$ cat config.mk
export PLATFORM = sky130hd
export DESIGN_NAME = health_tracker
export DESIGN_NICKNAME = d
export VERILOG_FILES = /design/src/rtl/health_tracker.sv
export SDC_FILE = /design/constraint.sdc
export NUM_CORES = 1
export LEC_CHECK = 0
export CORE_UTILIZATION = 30
export CTS_BUF_LIST = sky130_fd_sc_hd__clkbuf_8
export CTS_CLUSTER_DIAMETER = 100
export DETAILED_ROUTE_END_ITERATION = 8
export HOLD_SLACK_MARGIN = 0.06
export PLACE_DENSITY_LB_ADDON = 0.2
export SLEW_MARGIN = 0
export SYNTH_ARGS = -nofsm -noshare
export SYNTH_HDL_FRONTEND = slang
export SYNTH_SLANG_ARGS = --single-unit
$ cat constraint.sdc
create_clock -name Clk -period 5.1 [get_ports Clk]
set_clock_uncertainty 0.15 [all_clocks]
set_input_delay 1.02 -clock Clk [delete_from_list [all_inputs] [get_ports Clk]]
set_output_delay 1.02 -clock Clk [all_outputs]
set_load 0.02 [all_outputs]
$ cat src/rtl/health_tracker.sv
// health_tracker: per-fighter damage/health stage.
// Samples the hitbox contact level once per frame (rising edge of frame_clk),
// removes one health point per hit, enforces an invulnerability window after
// non-lethal hits, and draws the segmented health bar for the color mapper.
// Optional build macro: HEALTH_REGEN_EN adds slow health regeneration in ALIVE.
module health_tracker #(
    parameter int MAX_HEALTH = 5,
    parameter int IFRAMES    = 30,
    parameter int BAR_SEG_W  = 16,
    parameter int BAR_H      = 8
) (
    input  logic       Clk,
    input  logic       Reset,
    input  logic       frame_clk,
    input  logic       contact,
    input  logic [9:0] Health_Pos_X,
    input  logic [9:0] Health_Pos_Y,
    input  logic [9:0] DrawX,
    input  logic [9:0] DrawY,
    output logic [3:0] health,
    output logic       is_dead,
    output logic       hit_flash,
    output logic       is_health,
    output logic [1:0] dbg_state
);

    typedef enum logic [1:0] {
        ALIVE  = 2'd0,
        INVULN = 2'd1,
        DEAD   = 2'd2
    } state_t;

    localparam logic [3:0] MAX_H    = 4'(MAX_HEALTH);
    localparam logic [7:0] IFC_LOAD = 8'(IFRAMES - 1);

    state_t     state, state_n;
    logic [3:0] health_n;
    logic [7:0] ifc, ifc_n;
    logic       frame_clk_d;
    logic       tick;
`ifdef HEALTH_REGEN_EN
    logic [7:0] regen, regen_n;
`endif

    // One-cycle strobe on each rising edge of the frame strobe.
    assign tick      = frame_clk & ~frame_clk_d;
    assign dbg_state = state;

    // Next-state logic: every state change is gated by the frame tick.
    always_comb begin
        state_n  = state;
        health_n = health;
        ifc_n    = ifc;
`ifdef HEALTH_REGEN_EN
        regen_n  = regen;
`endif
        if (tick) begin
            unique case (state)
                ALIVE: begin
                    if (contact) begin
                        if (health <= 4'd1) begin
                            health_n = 4'd0;
                            state_n  = DEAD;
                        end else begin
                            health_n = health - 4'd1;
                            state_n  = INVULN;
                            ifc_n    = IFC_LOAD;
                        end
`ifdef HEALTH_REGEN_EN
                        regen_n = 8'd0;
`endif
                    end else begin
`ifdef HEALTH_REGEN_EN
                        // Regen pays out a point when the counter wraps.
                        regen_n = regen + 8'd1;
                        if (regen == 8'hFF && health < MAX_H)
                            health_n = health + 4'd1;
`endif
                    end
                end
                INVULN: begin
                    // Contact is ignored for the whole window.
                    if (ifc == 8'd0)
                        state_n = ALIVE;
                    else
                        ifc_n = ifc - 8'd1;
`ifdef HEALTH_REGEN_EN
                    regen_n = 8'd0;
`endif
                end
                DEAD: begin
`ifdef HEALTH_REGEN_EN
                    regen_n = 8'd0;
`endif
                end
                default: state_n = ALIVE;
            endcase
        end
    end

    // State and registered outputs; reset pre-loads frame_clk_d so a high
    // frame_clk at release does not produce a spurious tick.
    always_ff @(posedge Clk) begin
        if (Reset) begin
            frame_clk_d <= 1'b1;
            state       <= ALIVE;
            health      <= MAX_H;
            ifc         <= 8'd0;
            is_dead     <= 1'b0;
            hit_flash   <= 1'b0;
`ifdef HEALTH_REGEN_EN
            regen       <= 8'd0;
`endif
        end else begin
            frame_clk_d <= frame_clk;
            state       <= state_n;
            health      <= health_n;
            ifc         <= ifc_n;
            is_dead     <= (state_n == DEAD);
            hit_flash   <= (state_n == INVULN) & ifc_n[2];
`ifdef HEALTH_REGEN_EN
            regen       <= regen_n;
`endif
        end
    end

    logic [9:0] dx, dy;
    assign dx = DrawX - Health_Pos_X;
    assign dy = DrawY - Health_Pos_Y;

    // Bar pixel: inside the bar box, within the lit length, and not in the
    // 2-pixel gap at the right end of each segment.
    always_comb begin
        is_health = (DrawX >= Health_Pos_X) &&
                    (DrawY >= Health_Pos_Y) &&
                    (int'(dy) < BAR_H) &&
                    (int'(dx) < int'(health) * BAR_SEG_W) &&
                    ((int'(dx) % BAR_SEG_W) < BAR_SEG_W - 2);
    end

endmodule
Yosys cells after proc, flatten, opt, wreduce, memory -nomap -nowiden
Index checks and enable logic that the tools add are counted.

word-level totals
  register bits after elaboration = 17
  input port bits = 44
  output and inout port bits = 9
  logic and storage cells = 47

cells by class
  $add $sub $neg = 4
  magnitude comparators = 6
  eq/ne operators = 7
  muxes and demuxes = 11
  bitwise operators = 3
  reduce and logical (&&, ||, !) cells = 9

operators by type and width
  operator             number
  $mux 8               3
  $ge 10x10->1         2
  $sub 10x10->10       2
  $pmux 8 s2           1
  $lt 10x4->1 const B  1
  $lt 10x8->1          1
  $logic_not 8->1      1
  $mux 2               4
  $sub 8x1->8 const B  1
  $ne 2x2->1 const B   3
  $pmux 2 s3           1
  $reduce_and 5->1     1
  $eq 2x1->1 const B   2
  $eq 2x2->1 const B   2
  $le 4x1->1 const B   1
  $logic_and 1x1->1    4
  $lt 4x4->1 const B   1
  $mux 4               1
  $sub 4x1->4 const B  1
  $mux 3               1
  $reduce_and 3->1     1
  $and 1x1->1          2
  $logic_not 2->1      1
  $reduce_bool 2->1    1
  $not 1->1            1

Depth between registers and ports, before layout
  depth in word-level cells = 7
  gate-level depth with buffers = 13
  gate-level depth less buffers = 13

Least setup slack after synthesis
OpenSTA, ideal clock, no wires.

  path type = input port to output port
  start point = input port Health_Pos_X[3]
  end point = output port is_health
  arrival = 3.958 ns
  data required time = 3.930 ns
  slack = -0.028 ns
  stages on the path = 13
  buffers on the path = 1
  path through = inv_1 > ha_1 > buf_2 > a21oi_1 > nand2_1 > a21oi_1 > o21ai_0 > xor2_1 > ha_1 > a2111oi_0 > nand4_1 > a311o_1 > nor4_1

between the ends
  word-level cells in the longest chain between the ends = 5
  elaborated cells on any way between the ends = 8
  those cells by class = 1 x add/sub; 3 x order compare; 4 x reduce/logical

ends and longest elaborated chain
  what                                                    line  text
  start: declaration                                      16    input logic [9:0] Health_Pos_X,
  branches (longest 4 deep; another with $sub 10x10->10)  -
  $logic_and 1x1->1 (*)                                   137   (int'(dx) < int'(health) * BAR_SEG_W) &&
  end: declaration                                        23    output logic is_health,

Mark *: on every way between the ends.

Final worst setup path
  start point = input port Health_Pos_X[1]
  end point = output port is_health

Same word-level chain as after synthesis.

==> out/metrics.cfg <==
[synthesis]
synth_ff_type=dfxtp_1
synth_cell_types=44
synth_warnings=0
synth.avg_cell_area_um2=7.63
synth_edf_count=0
synth_fp_nets=292
ys_ff_latch=17
synth_seq_area_share_pct=20.3
synthCells=220
async_flop_share_pct=0
syn_area_um2=1680

[routing]
detail-route-antenna-nets=0
dr.max_layer_used=met4
route.vias.total=1765
met3_length_um=103
routedWlPerCell_um=10.8
drtIter0Drc=65
routedLengthMet1_mm=1.92
dr.pass1.iters=4
vias_per_cell=4.80
wl_met2_mm=1.92
drc_errors=0
totalWireLength_mm=3.98

[cts]
cts_hold_buf=0
cts_tree=yes
root_buffer=clkbuf_8
insertion_delay_ns=0.25
ctsHtreeMaxLevel=1
clk_pin_slew_ns=0.07
cts_made_buffers=3
max-clock-path-buffers=2
cts.sinks=17

[sta]
maxSlewHeadroom_pct=47.7
period_share_pct=96.9
final_max_slew_viol_count=0
fin_ws_ns=0.159
period_minus_slack_ns=4.94
holdWs_ns=0.369
tightest_slew_ns=0.784
fmax_ghz=0.202
hold_viol=0
setup_viol=0

[critical_path]
crit_arrival_ns=3.77
path_class=in -> out
start_kind=input pin
cp_max_fo=2
endpoint_kind=primary output
cp.required_ns=3.93

[cells_and_area]
nets=371
final_core_util_pct=50.1
final_cells=368
n_fill_cell=535
diodes=0
drive_gt1_share_pct=17.8
syn_to_final_growth_pct=56.3

[power]
power.density_nw_per_um2=164
seq_power_share_pct=32.2
share_comb_of_total_power_pct=44.4
swShare_pct=31.1
p_switching_mw=0.134
clkPwrFrac_pct=23.4
p_leak_nw=1.20
ir_worst_vdd_mv=0.0868
cellInternalPower_mw=0.297
p_total_mw=0.431

[floorplanning]
initial_utilization_pct=32.1
io_pins=53
fp.coreArea_um2=5240
dieWidth_um=76.8
fp-row-count=26
die-area_um2=5900
die_h_um=76.8

[grt]
antenna_found_initial=0
overflow=0
track_usage_pct=13.2
grt_pass1_wl_mm=6.56
grt_pass1_vias=1596
grt_start_max_net_pins=16

[placement]
place_congestion=0.804
hpwl_mm=3.13
placed_cells=361
io_buffer_count=52
dpl_worst_slack_ns=-0.820

[flow_run]
cap_violations=0

[min_path]
hp-class=reg -> reg

[run_status]
status=completed

## Yosys cell counts (3+ instances only)
master,count,share of area [%]
nand3_1,3,0.89
xor2_1,9,4.7
a21o_1,3,1.3
a21oi_1,15,4.5
nor4_1,5,1.9
nand2b_1,7,2.6
inv_1,27,6.0
or3_1,3,1.1
o21ai_0,14,4.2
nand4_1,3,1.1
dfxtp_1,17,20
nand2_1,9,2.0
o211ai_1,4,1.8
ha_1,27,20
nor2_1,26,5.8
o21a_1,4,1.8
nor3_1,7,2.1
or2_2,3,1.1
## critical path: stages
cell,delay (ns)
clkbuf_2,0.08
inv_2,0.04
ha_4,0.23
nor2b_4,0.12
o211ai_1,0.19
nand2_1,0.13
a21oi_2,0.21
o21ai_2,0.10
xor2_1,0.17
ha_1,0.33
a2111oi_4,0.28
nand4_1,0.11
a311o_1,0.29
nor4_2,0.27
buf_4,0.18
## cell type report
type	instances	area [um^2]	share of cell area, %
Multi-Input combinational cell	172	1330	50.7
Timing Repair Buffer	78	718	27.4
Sequential cell	17	340	13.0
Inverter	27	101	3.86
Tap cell	70	87.6	3.34
Clock buffer	3	41.3	1.57
Clock inverter	1	3.75	0.143
## final timing paths
path | end | start | slack (ns) | cells past startpoint
setup / recovery | is_health | Health_Pos_X[1] | 0.16 | 15
hold / removal | ifc[7]$_SDFFE_PP0P_ | ifc[7]$_SDFFE_PP0P_ | 0.37 | 2
setup reg to reg | ifc[3]$_SDFFE_PP0P_ | health[0]$_SDFFE_PP1P_ | 2.38 | 9
hold reg to reg | ifc[7]$_SDFFE_PP0P_ | ifc[7]$_SDFFE_PP0P_ | 0.37 | 2
## timing repair
item                       CTS  global route
pin swaps                   10            13
setup endpoints to repair    1             1
setup buffers                2             1
resized for setup           20            22
## power groups by stage
stage               Sequential (mW)  Combinational, mW  Clock [mW]
floorplan                     0.142             0.0917           0
global placement              0.142              0.166           0
detailed placement            0.142              0.168           0
CTS                           0.139              0.180       0.101
global route                  0.140              0.212       0.106
finish                        0.139              0.191       0.101
## layout by cell type (no fill, tap or decap), types with 9 or more instances in the layout
cell / netlist / final
a21oi_1: 15 / 12
nand2_1: 9 / 9
xor2_1: 9 / 9
buf_4: 0 / 27
ha_1: 27 / 22
clkdlybuf4s50_1: 0 / 43
dfxtp_1: 17 / 17
inv_1: 27 / 24
o21ai_0: 14 / 12
nor2_1: 26 / 26
## flip-flops by register name, summed over array words and instances, names as in the netlist
register,count
ifc,8
health,4
dbg_state,2
frame_clk_d,1
hit_flash,1
is_dead,1
## kinds of logic (layout without fill, tap and decap cells)
kind of cell | after synthesis | after routing | synth area share (%)
mux | 1 | 1 | 0.596
simple gates | 74 | 74 | 22.1
xor+xnor | 11 | 11 | 5.74
flops | 17 | 17 | 20.3
fa+ha+maj | 28 | 28 | 21.3
buf+inv | 31 | 109 | 7.53
compound gates | 58 | 58 | 22.4
## per-stage QoR
step	setup TNS, ns	area (um^2)
3_3_place_gp	-0.768	2440
2_1_floorplan	0	1690
4_1_cts	0	2540
6_report	0	2620
5_1_grt	-0.00187	2620
3_5_place_dp	-0.820	2440
## per-layer routing
| layer | up-vias | GRT usage, % |
|---|---|---|
| met5 | - | 0 |
| met4 | 0 | 4.04 |
| met3 | 2 | 1.67 |
| met2 | 31 | 22.7 |
| met1 | 795 | 17.0 |
| li1 | 937 | - |
Power figures use the tool's default switching activity.
